**config.mk**
```make
export PLATFORM = sky130hd
export DESIGN_NAME = alu_cu
export DESIGN_NICKNAME = d
export VERILOG_FILES = /design/src/rtl/alu_cu_pkg.sv /design/src/rtl/alu_cu_dec.sv /design/src/rtl/alu_cu.sv
export SDC_FILE = /design/constraint.sdc
export NUM_CORES = 1
export LEC_CHECK = 0
export CAP_MARGIN = 20
export CORE_AREA = 2 2 39 41
export CTS_CLUSTER_SIZE = 24
export DETAILED_ROUTE_END_ITERATION = 8
export DIE_AREA = 0 0 41 43
export HOLD_SLACK_MARGIN = 0.06
export PLACE_DENSITY = 0.56
export REMOVE_ABC_BUFFERS = 1
export SLEW_MARGIN = 20
export SYNTH_ARGS = -nofsm -noshare
export SYNTH_HDL_FRONTEND = slang
export SYNTH_SLANG_ARGS = --single-unit
```
**constraint.sdc**
```tcl
create_clock -name clk -period 0.8 [get_ports clk]
set_input_delay 0.12 -clock clk [delete_from_list [all_inputs] [get_ports clk]]
set_output_delay 0.12 -clock clk [all_outputs]
set_load 0.005 [all_outputs]
```
**src/rtl/alu_cu_pkg.sv**
```systemverilog
// ALU control unit shared definitions: operation codes, decoder class and funct encodings.
// Imported by the decoder and the registered top level.
package alu_cu_pkg;

    typedef enum logic [3:0] {
        ALU_AND = 4'b0000,
        ALU_OR  = 4'b0001,
        ALU_ADD = 4'b0010,
        ALU_SUB = 4'b0110,
        ALU_SLT = 4'b0111
    } alu_code_e;

    localparam logic [1:0] ALUOP_LS  = 2'b00;
    localparam logic [1:0] ALUOP_BR  = 2'b01;
    localparam logic [1:0] ALUOP_R   = 2'b10;
    localparam logic [1:0] ALUOP_RSV = 2'b11;

    localparam logic [1:0] F3_ADDSUB = 2'b00;
    localparam logic [1:0] F3_SLT    = 2'b01;
    localparam logic [1:0] F3_OR     = 2'b10;
    localparam logic [1:0] F3_AND    = 2'b11;

    localparam logic [1:0] F7_NORM   = 2'b00;
    localparam logic [1:0] F7_ALT    = 2'b01;

    localparam alu_code_e ALU_RST_CODE = ALU_ADD;

endpackage

```
**src/rtl/alu_cu_dec.sv**
```systemverilog
// Combinational ALU operation decoder; zero latency, no flow control.
// Unsupported encodings fall back to ADD and raise illegal.
module alu_cu_dec
    import alu_cu_pkg::*;
(
    input  logic [1:0] alu_op,
    input  logic [1:0] f3,
    input  logic [1:0] f7,
    output logic [3:0] code,
    output logic       illegal
);

    alu_code_e w_code;
    logic      w_illegal;

    // funct fields are only examined in the R-type arm, so X on them cannot leak for load/store or branch.
    always_comb begin
        w_code    = ALU_ADD;
        w_illegal = 1'b0;
        case (alu_op)
            ALUOP_LS: w_code = ALU_ADD;
            ALUOP_BR: w_code = ALU_SUB;
            ALUOP_R: begin
                if (f7 == F7_NORM) begin
                    case (f3)
                        F3_ADDSUB: w_code = ALU_ADD;
                        F3_SLT:    w_code = ALU_SLT;
                        F3_OR:     w_code = ALU_OR;
                        F3_AND:    w_code = ALU_AND;
                        default:   w_illegal = 1'b1;
                    endcase
                end else if ((f7 == F7_ALT) && (f3 == F3_ADDSUB)) begin
                    w_code = ALU_SUB;
                end else begin
                    w_illegal = 1'b1;
                end
            end
            default: w_illegal = 1'b1;
        endcase
    end

    assign code    = w_code;
    assign illegal = w_illegal;

endmodule

```
**src/rtl/alu_cu.sv**
```systemverilog
// Registered ALU control unit: one-cycle latency, always ready (no backpressure).
// Output illegal and its register exist only when ALU_CU_ILLEGAL_EN is defined.
module alu_cu
    import alu_cu_pkg::*;
(
    input  logic       clk,
    input  logic       rst_n,
    input  logic [1:0] alu_op,
    input  logic [1:0] f3,
    input  logic [1:0] f7,
    input  logic       in_valid,
    output logic [3:0] control_i,
    output logic       out_valid
`ifdef ALU_CU_ILLEGAL_EN
    ,
    output logic       illegal
`endif
);

    logic [3:0] w_code;
    logic [3:0] r_code;
    logic       r_vld;

`ifdef ALU_CU_ILLEGAL_EN
    logic w_ill;
    logic r_ill;
`else
    logic w_unused_ill;
`endif

    alu_cu_dec u_dec (
        .alu_op  (alu_op),
        .f3      (f3),
        .f7      (f7),
        .code    (w_code),
`ifdef ALU_CU_ILLEGAL_EN
        .illegal (w_ill)
`else
        .illegal (w_unused_ill)
`endif
    );

    // Code holds across idle cycles; only the valid flag drops.
    always_ff @(posedge clk or negedge rst_n) begin
        if (!rst_n) begin
            r_code <= ALU_RST_CODE;
            r_vld  <= 1'b0;
        end else begin
            r_vld <= in_valid;
            if (in_valid) begin
                r_code <= w_code;
            end
        end
    end

`ifdef ALU_CU_ILLEGAL_EN
    always_ff @(posedge clk or negedge rst_n) begin
        if (!rst_n) begin
            r_ill <= 1'b0;
        end else if (in_valid) begin
            r_ill <= w_ill;
        end
    end

    assign illegal = r_ill;
`endif

    assign control_i = r_code;
    assign out_valid = r_vld;

endmodule

```
# Yosys cells after proc, flatten, opt, wreduce, memory -nomap -nowiden
# Index checks and enable logic that the tools add are counted.
[word_totals]
memories = 0
ff_bits = 5
latchBits = 0
romBits = 0
out_inout_bits = 5
mem_bits_rw = 0
[op_classes]
add_sub_neg = 0
div = 0
reduce_logical = 3
n_mux = 4
n_bitwise = 0
shift = 0
eq_ne = 6
order_cmp = 0
multipliers = 0
[ops]
columns = ["op", "count"]
rows = [
  ["one-hot mux 4 bit (4 select lines)", 1],
  ["one-hot mux 4 bit (2 select lines)", 1],
  ["== test 2 x 1 -> 1 bit, second input constant", 3],
  ["== test 2 bit, second input constant", 3],
  ["logical NOT 2 bit", 2],
  ["2-to-1 mux 4 bit", 1],
  ["2-to-1 mux 3 bit", 1],
  ["logical AND 1 bit", 1],
]

# Logic depth before layout (Yosys ltp)
[logic_depth]
word_depth = 5
depth_mapped = 4
ltp_nobuf = 4

# Modules after synthesis
# From an unflattened synthesis, not the netlist that was laid out.
[hier_totals]
hier_cells = 30
hier_area_um2 = 329.1
[by_module_without_submodules]
columns = ["module", "cells_each", "instances", "area_each_um2"]
rows = [
  ["alu_cu", 9, 1, 171.4],
  ["alu_cu_dec", 21, 1, 157.7],
]

# Least setup slack after synthesis
# Ideal clock, no wire load.
[synth_timing]
path_type = "input to register"
start = "input port alu_op[0]"
end = "register r_code[0] (netlist: control_i[0])"
required_ns = 0.699
arrival_ns = 0.837
n_path_buf = 0
setup_slack_ns = -0.138
stages = 4
setup_ns = 0.101
cell_sequence = "inv_1 ha_1 nand4bb_1 o32ai_1"
[synth_via]
elab_chain_len = 2
elab_cells_between_ends = 3
cone_classes = "eq/ne (2); mux (1)"
[synth_lines]
columns = ["item", "line_no", "rtl"]
rows = [
  ["start: declaration", "alu_cu.sv:8", "input logic [1:0] alu_op,"],
  ["== test 2 bit or == test 2 x 1 -> 1 bit (tied branches)", "n/a", ""],
  ["one-hot mux 4 bit (2 select lines) *", "alu_cu_dec.sv:20", "case (alu_op)"],
  ["end signal: assignment", "alu_cu.sv:51", "r_code <= w_code;"],
  ["end: declaration", "alu_cu.sv:21", "logic [3:0] r_code;"],
]
# Every way passes the cells marked *; elsewhere a longest branch is shown, timed or not.
# A chain may end at the register's enable or synchronous reset.

# Worst setup path in the final report
[layout_timing]
start = "register r_code[1] (netlist: control_i[1])"
end = "output port control_i[1]"
[layout_lines]
columns = ["item", "line_no", "rtl"]
rows = [
  ["end: declaration", "alu_cu.sv:12", "output logic [3:0] control_i,"],
]
# No word-level cell between the ends.

==> impl_metrics.py <==
metrics = {
    "grt": {
        "grt_overflow": 0,
        "antenna_found_initial": 0,
        "grtUsageTotal": 0.0803,
        "grt_pass1_wl_um": 903,
        "grt_pass1_vias": 255,
        "grt_max_degree": 7,
    },
    "status": {
        "outcome": "finished, violations left",
        "violations": "negative setup slack",
    },
    "logic_synthesis": {
        "synth.top_cell.area_share": 0.291,
        "ys_ff_latch": 4,
        "synth_top_area_cell": "dfrtp_1",
        "syn_inst": 26,
        "syn_avg_cell_area_um2": 9.91,
        "yosysUniqueCellTypes": 14,
        "synth_seq_area_share": 0.393,
        "syn_area_um2": 258,
        "netlist_top_cells_area": "dfrtp_1 (29%), ha_1 (19%), dfstp_2 (10%), inv_1 (10%), nand4bb_1 (4.4%)",
        "yosysWarningCount": 0,
    },
    "worst_hold_path": {
        "hp-class": "primary input to asynchronous set/reset pin",
    },
    "pwr": {
        "swShare": 0.250,
        "power.net_switching_uw": 169,
        "ir_drop_mv": 0.384,
        "p_leak_nw": 0.237,
        "p_int_uw": 508,
        "total_power_uw": 677,
        "pwr-share-seq": 0.333,
        "pwr-share-clk": 0.413,
        "pwr_density_cell_nw_per_um2": 1370,
        "pwr-share-comb": 0.254,
    },
    "final_layout": {
        "multi_input_area_um2": 176,
        "seq_area_um2": 101,
        "syn_to_final_growth_pct": 91.3,
        "diodes": 0,
        "layout_common_cells": "inv_1 (5), buf_2 (5), buf_4 (5)",
        "final_area_um2": 493,
        "drive_gt1_frac": 0.511,
        "final_util": 0.356,
        "fillers": 153,
        "finish.net_count": 61,
    },
    "placement": {
        "place_congestion": 0.729,
        "dp.final_hpwl_um": 395,
        "place_ws_ns": -0.697,
        "portBuffers": 12,
        "post_dp_cell_area_um2": 413,
    },
    "floorplanning": {
        "io-pin-count": 14,
        "die_w_um": 41,
        "dieHeight_um": 43,
        "dieArea_um2": 1760,
        "coreArea_um2": 1380,
        "initial_core_util": 0.186,
        "row_count": 14,
    },
    "clock_network": {
        "insertion_delay_ns": 0.24,
        "numCtsBuffers": 3,
        "cts_root_buf": "clkbuf_4",
        "cts_tree": "done",
        "htree_num_levels": 1,
        "clock_sinks": 4,
        "cts_buffer_depth": 2,
        "clkSlewWorstSetupHoldPaths_ns": 0.04,
    },
    "routing": {
        "wirelength_um": 613,
        "postRouteAntennaNets": 0,
        "drtPass1Iterations": 1,
        "drtIter0Drc": 0,
        "drc": 0,
        "wl_per_cell_um": 9.73,
        "num_vias": 244,
        "vias_per_cell": 3.87,
    },
    "timing": {
        "fin_ws_ns": -0.172,
        "setup_viol_count_final": 6,
        "clock.fmax_ghz": 1.03,
        "worst_clock_skew_ns": 0,
        "final_max_slew_viol_count": 0,
        "min_period_over_period": 1.21,
        "hold_viol_final": 0,
        "min_period_ns": 0.972,
        "rsz0062_at_grt": "yes",
    },
    "critical_path": {
        "r2r_cells": 3,
        "cp_num_cells": 1,
        "reg2reg_from": "control_i[1]",
        "path_cells": "buf_2",
        "r2r_end": "control_i[1]",
        "cp_num_buf_inv": 1,
        "criticalPathCategory": "register to output pin",
        "startpoint": "control_i[1]",
        "required_ns": 0.68,
        "cp_max_fo": 2,
        "crit_arrival_ns": 0.85,
        "crit_family": "flip-flops",
        "reg2reg_slack_ns": -0.05,
        "critical_path.slowest_cell": "dfstp_2",
        "start_kind": "register",
        "crit_path_end_kind": "output pin",
        "cpPeakStageDelay_ns": 0.52,
    },
    "flow_run": {
        "maxCapViolCount": 0,
    },
}
-- kinds of logic after synthesis --
family | Yosys count | share of synthesized area
fa+ha+maj | 4 | 0.194
simple gates | 4 | 0.102
compound gates | 4 | 0.126
other cells | 1 | 0.0145
buf+inv | 8 | 0.131
flops | 4 | 0.393
mux | 1 | 0.0388
-- repair_timing --
action / 4_1_cts / 5_1_grt
hold buffers: 0 / 0
setup endpoints to repair: 7 / 7
resized for setup: 41 / 5
pin swaps: 6 / 2
buffers inserted: 3 / 0
-- worst max-delay path by stage --
| stage | to | slack, ns |
|---|---|---|
| floorplan | control_i[0] | -0.14 |
| global placement | control_i[0] | -0.70 |
| detailed placement | control_i[0] | -0.70 |
| CTS | control_i[1] | -0.18 |
| global route | control_i[1] | -0.19 |
| finish | control_i[1] | -0.17 |
-- final cells by class --
cell class	instances	share of cell area
Clock buffer	4	0.0533
Inverter	7	0.0533
Multi-Input combinational cell	14	0.358
Sequential cell	4	0.206
Tap cell	16	0.0406
Timing Repair Buffer	18	0.289
-- per-stage QoR --
step	hold WS (ns)	setup TNS (ns)	cells
floorplan	-0.176	-0.288	25
detailed placement	0.333	-2.76	56
global placement	0.332	-2.75	56
finish	0.0822	-0.333	63
global route	0.0878	-0.510	63
CTS	0.0780	-0.350	63
-- registers in the layout (all words and copies together) (netlist names) --
signal     flops
control_i      3
out_valid      1
-- cells in the mapped netlist --
cell type / number
a31oi_1: 1
buf_4: 1
conb_1: 1
dfrtp_1: 3
dfstp_2: 1
ha_1: 4
inv_1: 7
mux2i_1: 1
nand3b_1: 1
nand4bb_1: 1
nor2_1: 2
o221ai_1: 1
o32ai_1: 1
o41ai_1: 1
-- layer usage --
metal	vias to the layer above	part of all wire	wire length (µm)	GRT usage
met4	0	0	0	0.140
met1	108	0.40	244	0.0997
met3	0	0.083	51	0
li1	126	-	-	-
met5	-	0	0	0
met2	10	0.52	318	0.0875
-- power groups by stage --
stage               Sequential (mW)  Clock (mW)  Combinational (mW)
floorplan                     0.231           0              0.0429
global placement              0.229           0               0.140
detailed placement            0.230           0               0.141
CTS                           0.226       0.287               0.155
global route                  0.227       0.299               0.189
finish                        0.226       0.280               0.172
(Power assumes the default switching activity.)
